<file path="src/rtl/deal_arbiter_pkg.sv">
// deal_arbiter_pkg: shared states, deck/bust limits and card-rank values for the deal arbiter.
package deal_arbiter_pkg;
    typedef enum logic [2:0] {IDLE, INIT_DEAL, ARB, FETCH, UPDATE} state_e;
    localparam logic [6:0] DECK_DEPTH = 7'd104;
    localparam logic [4:0] BUST_LIMIT = 5'd21;
    localparam int P1 = 0;
    localparam int P2 = 1;
    localparam logic [3:0] RANK_VALUE [13] = '{
        4'd1, 4'd2, 4'd3, 4'd4, 4'd5, 4'd6, 4'd7, 4'd8, 4'd9, 4'd10, 4'd10, 4'd10, 4'd10
    };
    function automatic logic [3:0] rank_value(input logic [5:0] idx);
        return RANK_VALUE[idx % 6'd13];
    endfunction
endpackage

</file>
<file path="src/rtl/deal_arbiter_deck_rom.sv">
// deck_rom: fixed two-shuffle deck table (104 entries) with a one-cycle registered read port.
module deck_rom
    import deal_arbiter_pkg::*;
(
    input  logic       clk_i,
    input  logic [6:0] addr_i,
    output logic [5:0] data_o
);
    localparam logic [5:0] TABLE [DECK_DEPTH] = '{
        6'd23, 6'd27, 6'd14, 6'd13, 6'd31, 6'd40, 6'd22, 6'd16, 6'd5,  6'd48, 6'd0,  6'd37, 6'd19,
        6'd44, 6'd8,  6'd29, 6'd51, 6'd2,  6'd33, 6'd11, 6'd46, 6'd25, 6'd7,  6'd39, 6'd20, 6'd3,
        6'd50, 6'd28, 6'd12, 6'd42, 6'd17, 6'd35, 6'd1,  6'd45, 6'd26, 6'd9,  6'd49, 6'd32, 6'd15,
        6'd38, 6'd4,  6'd47, 6'd21, 6'd10, 6'd43, 6'd30, 6'd6,  6'd36, 6'd24, 6'd18, 6'd41, 6'd34,
        6'd7,  6'd26, 6'd45, 6'd12, 6'd31, 6'd50, 6'd17, 6'd36, 6'd3,  6'd22, 6'd41, 6'd8,  6'd27,
        6'd46, 6'd13, 6'd32, 6'd51, 6'd18, 6'd37, 6'd4,  6'd23, 6'd42, 6'd9,  6'd28, 6'd47, 6'd14,
        6'd33, 6'd0,  6'd19, 6'd38, 6'd5,  6'd24, 6'd43, 6'd10, 6'd29, 6'd48, 6'd15, 6'd34, 6'd1,
        6'd20, 6'd39, 6'd6,  6'd25, 6'd44, 6'd11, 6'd30, 6'd49, 6'd16, 6'd35, 6'd2,  6'd21, 6'd40
    };
    logic [5:0] data_q;
    always_ff @(posedge clk_i) data_q <= TABLE[addr_i];
    assign data_o = data_q;
endmodule

</file>
<file path="src/rtl/deal_arbiter.sv">
// deal_arbiter: opening deal plus round-robin hit arbitration over the shared deck table.
// DEAL_ACE_HIGH_EN: when defined, an ace counts 11 whenever that still fits under the bust limit.
module deal_arbiter
    import deal_arbiter_pkg::*;
(
    input  logic       clock,
    input  logic       reset,
    input  logic       round_start,
    input  logic [1:0] req,
    output logic [1:0] grant,
    output logic       card_valid,
    output logic [5:0] card_index,
    output logic [3:0] card_value,
    output logic [4:0] total_p1,
    output logic [4:0] total_p2,
    output logic [1:0] bust,
    output logic       deal_busy,
    output logic [6:0] deck_ptr
);
    state_e     state_q, state_d;
    logic [1:0] grant_q, grant_d, bust_q, bust_d;
    logic [4:0] total_q [2];
    logic [4:0] total_d [2];
    logic [2:0] deal_cnt_q, deal_cnt_d;
    logic       prio_q, prio_d;
    logic [6:0] ptr_q, ptr_d;
    logic [5:0] rom_data;
    logic [1:0] elig;
    logic       owner, winner;
    logic [4:0] cur, sum;
    logic [3:0] base_val, applied_val;

    deck_rom u_deck_rom (.clk_i(clock), .addr_i(ptr_q), .data_o(rom_data));

    assign owner    = grant_q[P2];
    assign cur      = total_q[owner];
    assign base_val = rank_value(rom_data);
`ifdef DEAL_ACE_HIGH_EN
    assign applied_val = (base_val == 4'd1 && cur <= BUST_LIMIT - 5'd11) ? 4'd11 : base_val;
`else
    assign applied_val = base_val;
`endif
    assign sum    = cur + {1'b0, applied_val};
    assign elig   = req & ~bust_q;
    // prio_q names the player favoured on a tie; the last ARB winner loses it
    assign winner = (elig == 2'b11) ? prio_q : elig[P2];

    always_comb begin
        state_d    = state_q;
        grant_d    = grant_q;
        bust_d     = bust_q;
        total_d    = total_q;
        deal_cnt_d = deal_cnt_q;
        prio_d     = prio_q;
        ptr_d      = (state_q != FETCH) ? ptr_q : (ptr_q == DECK_DEPTH - 7'd1) ? 7'd0 : ptr_q + 7'd1;
        if (round_start) begin
            state_d    = INIT_DEAL;
            grant_d    = '0;
            bust_d     = '0;
            total_d    = '{default: '0};
            deal_cnt_d = '0;
            prio_d     = 1'b0;
        end else begin
            case (state_q)
                INIT_DEAL: begin
                    grant_d    = deal_cnt_q[0] ? 2'b10 : 2'b01;
                    deal_cnt_d = deal_cnt_q + 3'd1;
                    state_d    = FETCH;
                end
                ARB: if (elig != 2'b00) begin
                    grant_d = winner ? 2'b10 : 2'b01;
                    prio_d  = ~winner;
                    state_d = FETCH;
                end
                FETCH: state_d = UPDATE;
                UPDATE: begin
                    total_d[owner] = sum;
                    bust_d[owner]  = bust_q[owner] | (sum > BUST_LIMIT);
                    grant_d        = '0;
                    state_d        = (deal_cnt_q == 3'd4) ? ARB : INIT_DEAL;
                end
                default: state_d = state_q;
            endcase
        end
    end

    always_ff @(posedge clock) begin
        if (reset) begin
            state_q    <= IDLE;
            grant_q    <= '0;
            bust_q     <= '0;
            total_q    <= '{default: '0};
            deal_cnt_q <= '0;
            prio_q     <= 1'b0;
            ptr_q      <= '0;
        end else begin
            state_q    <= state_d;
            grant_q    <= grant_d;
            bust_q     <= bust_d;
            total_q    <= total_d;
            deal_cnt_q <= deal_cnt_d;
            prio_q     <= prio_d;
            ptr_q      <= ptr_d;
        end
    end

    assign grant      = grant_q;
    assign card_valid = (state_q == UPDATE) && !round_start;
    assign card_index = card_valid ? rom_data : 6'd0;
    assign card_value = card_valid ? applied_val : 4'd0;
    assign total_p1   = total_q[P1];
    assign total_p2   = total_q[P2];
    assign bust       = bust_q;
    assign deal_busy  = (state_q != IDLE) && (state_q != ARB);
    assign deck_ptr   = ptr_q;
endmodule

</file>
<file path="config.mk">
export PLATFORM = sky130hd
export DESIGN_NAME = deal_arbiter
export DESIGN_NICKNAME = d
export VERILOG_FILES = /design/src/rtl/deal_arbiter_pkg.sv /design/src/rtl/deal_arbiter_deck_rom.sv /design/src/rtl/deal_arbiter.sv
export SDC_FILE = /design/constraint.sdc
export NUM_CORES = 1
export LEC_CHECK = 0
export ABC_AREA = 1
export BUFFER_PORTS_ARGS = -buffer_cell sky130_fd_sc_hd__clkbuf_2
export CAP_MARGIN = 20
export CORE_ASPECT_RATIO = 1.75
export CORE_MARGIN = 2
export CORE_UTILIZATION = 48
export DETAILED_ROUTE_END_ITERATION = 12
export PLACE_DENSITY = 0.68
export SYNTH_ARGS = -nofsm -noshare
export SYNTH_HDL_FRONTEND = slang
export SYNTH_SLANG_ARGS = --single-unit
</file>
<file path="constraint.sdc">
create_clock -name clock -period 5.06 [get_ports clock]
set_input_delay 0.253 -clock clock [delete_from_list [all_inputs] [get_ports clock]]
set_output_delay 0.253 -clock clock [all_outputs]
set_load 0.1 [all_outputs]
</file>
==> results.py <==
metrics = {
    "status": {
        "outcome": "completed",
    },
    "power": {
        "seqPwrFrac_pct": 36.3,
        "comb_power_share_pct": 24.3,
        "power_switching_mw": 0.253,
        "peakVddDrop_uv": 241,
        "swShare_pct": 32.5,
        "cellPowerDensity_mw_per_mm2": 218,
        "p_leak_nw": 1.74,
        "power.internal_mw": 0.525,
        "p_clk_share_pct": 39.4,
    },
    "placement": {
        "post_dp_cell_area_mm2": 0.00341,
        "gp_congestion": 1.09,
        "hpwlAfterDp_mm": 7.21,
        "io_buffers": 37,
    },
    "detailed_routing": {
        "drc": 0,
        "num_vias": 3537,
        "drt-wirelength-per-cell_um": 15.0,
        "drtAntennaViolNets": 0,
        "dr.first_iter.drc_count": 290,
        "vias_per_cell": 5.67,
        "routed_wl_mm": 9.35,
        "drt_pass1_iterations": 5,
    },
    "clocking": {
        "cts_root_buf": "clkbuf_16",
        "clock_latency_ns": 0.28,
        "clock_path_buffers": 2,
        "cts_tree": "built",
        "clock-sinks": 34,
        "path_clk_slew_ns": 0.06,
        "post_cts_buffers": 0,
        "htreeDepth": 2,
        "cts_buffers": 5,
        "cts_resized": 0,
        "cts_hold_buf": 0,
    },
    "timing": {
        "finalHoldViolCount": 0,
        "finalCriticalPeriod_ns": 4.41,
        "hold_slack_ns": 0.227,
        "maxSlewHeadroom_pct": 45.9,
        "max_freq_mhz": 227,
        "finalSetupTns_ns": 0,
        "skew_ns": 0.00793,
        "period_share_pct": 87.2,
        "rsz0062_at_grt": "no",
        "finalSetupViolCount": 0,
        "maxSlewViolCount": 0,
        "tightest_slew_ns": 0.810,
    },
    "grt": {
        "grt_pass1_vias": 3444,
        "grt_first_pass_wirelength_mm": 15.6,
        "grt_max_degree": 29,
        "antenna_found_initial": 0,
        "overflow": 0,
        "grt_use_total_pct": 26.7,
    },
    "synth": {
        "avgSynthCellArea_um2": 6.23,
        "synth_area_mm2": 0.00316,
        "synth_cell_types": 46,
        "synth_ff_type": "dfxtp_1",
        "ys_seq_elements": 34,
        "synth_nets": 535,
        "ys_seq_area_share_pct": 21.5,
        "synth_warnings": 0,
        "synth-edff-count": 0,
        "netlist_instances": 508,
        "synth_async_sr_flop_share_pct": 0,
    },
    "setup_path": {
        "cp_common_cell": "inv_1",
        "cp-end-kind": "flip-flop",
        "start_kind": "flip-flop",
        "crit_start": "u_deck_rom.data_o[2]$_DFF_P_",
        "reg2reg_to": "bust[1]$_SDFFE_PP0P_",
        "required_ns": 5.23,
        "cp_slowest_cell": "o21ai_0",
        "worstSetupPathType": "reg2reg",
        "arrival_ns": 4.59,
        "reg2reg_slack_ns": 0.65,
        "cp_max_fo": 5,
        "critical-path-max-stage-delay_ns": 0.41,
        "reg2regPathDepth": 37,
        "r2r_start": "u_deck_rom.data_o[2]$_DFF_P_",
    },
    "floorplan": {
        "core-area_mm2": 0.00644,
        "die_y_um": 111,
        "io-pin-count": 38,
        "rows": 39,
        "fp.dieW_um": 65.4,
        "dieArea_mm2": 0.00728,
        "start_util_pct": 49.1,
    },
    "finish": {
        "stdcell_area_mm2": 0.00356,
        "multi_input_area_mm2": 0.00212,
        "drive_above_1_share_pct": 15.1,
        "final_common_cell": "nand2_1",
        "layout_common_cells": "nand2_1 (92), inv_1 (77), nor2_1 (56), o21ai_0 (43), a21oi_1 (43)",
        "n_antenna_cell": 0,
        "syn_to_final_growth_pct": 12.7,
        "layout.area.seq_um2": 681,
        "n_fill_cell": 685,
        "fin_nets": 568,
    },
    "job": {
        "drv_cap": 0,
    },
    "hold_path": {
        "whs_endpoint": "state_q[0]$_SDFFE_PP0P_",
        "hp-class": "in2reg",
        "holdPathStages": 2,
        "min-delay-start": "reset",
    },
}
-- power groups by stage --
| stage | sequential (mW) | combinational, mW | clock [mW] |
|---|---|---|---|
| after detailed placement | 0.288 | 0.187 | 0 |
| after global routing | 0.283 | 0.213 | 0.324 |
| after global placement | 0.288 | 0.185 | 0 |
| final | 0.282 | 0.189 | 0.306 |
| after CTS | 0.282 | 0.188 | 0.312 |
| after floorplan | 0.298 | 0.140 | 0 |
-- worst max path at each step --
stage                            to  slack [ns]  cells after the start
2_1_floorplan         card_value[3]        0.54                      7
3_3_place_gp   bust[1]$_SDFFE_PP0P_        0.85                     37
3_5_place_dp   bust[1]$_SDFFE_PP0P_        0.63                     37
4_1_cts        bust[1]$_SDFFE_PP0P_        0.63                     37
5_1_grt        bust[0]$_SDFFE_PP0P_        0.15                     37
6_report       bust[1]$_SDFFE_PP0P_        0.65                     37
-- metal layers --
metal,up-vias,global-route usage (%),part of all wire (%)
met5,-,0,0
met4,0,15.0,5.1
met3,43,3.33,5.5
met2,174,49.2,54
met1,1577,28.0,36
li1,1743,-,-
-- critical path: cells and delay by family, from the launching register on --
family,cells,cell delay [ns]
flops,1,0.36
fa+ha+maj,5,1.15
compound gates,2,0.59
simple gates,21,1.60
buf+inv,9,0.61
-- layout make-up --
| class | instances | share of cell area (%) |
|---|---|---|
| timing repair buffer | 38 | 5.41 |
| sequential | 34 | 19.1 |
| inverter | 85 | 8.95 |
| clock inverter | 2 | 0.351 |
| tap | 82 | 2.88 |
| multi-input combinational | 377 | 59.4 |
| clock buffer | 6 | 3.90 |
-- cell families (layout without fill, tap and decap cells) --
family,count (synthesis),in the layout,synth area share (%)
AO/OA/AOI/OAI,119,119,21.9
XOR/XNOR,3,3,0.831
flip-flops,34,34,21.5
buffers and inverters,97,131,11.5
adder cells (fa/ha/maj),22,22,8.94
AND/OR/NAND/NOR,233,233,35.3
-- cells in the mapped netlist, types with 3 or more instances --
library cell,number,area (µm²)
o21ai_0,43,215
nand2_2,12,75.1
or2_2,3,18.8
ha_1,21,263
clkbuf_1,10,37.5
nand3_1,35,175
clkinv_1,3,11.3
a211oi_1,4,30.0
nand2_4,5,56.3
nand2_1,92,345
o311ai_0,4,35.0
o21bai_1,3,22.5
o211ai_1,3,22.5
o31ai_1,3,22.5
inv_2,5,18.8
inv_1,77,289
a21oi_1,43,215
nand3_2,4,40.0
nor3_1,12,60.1
dfxtp_1,34,681
nor2_1,56,210
-- state kept, by name (all words and copies together), names as in the netlist --
signal             flops
bust                   2
deal_cnt_q             3
deck_ptr               7
grant                  2
prio_q                 1
state_q                3
total_p1               5
total_p2               5
u_deck_rom.data_o      6
-- through the flow --
stage	setup WS [ns]	total power, mW	instances	util [%]
finish	0.646	0.778	624	55.3
global route	0.147	0.821	624	55.3
CTS	0.630	0.783	624	55.3
detailed placement	0.632	0.475	616	53.0
global placement	0.847	0.473	616	53.0
floorplan	0.544	0.438	508	-
(Power assumes the default switching activity.)
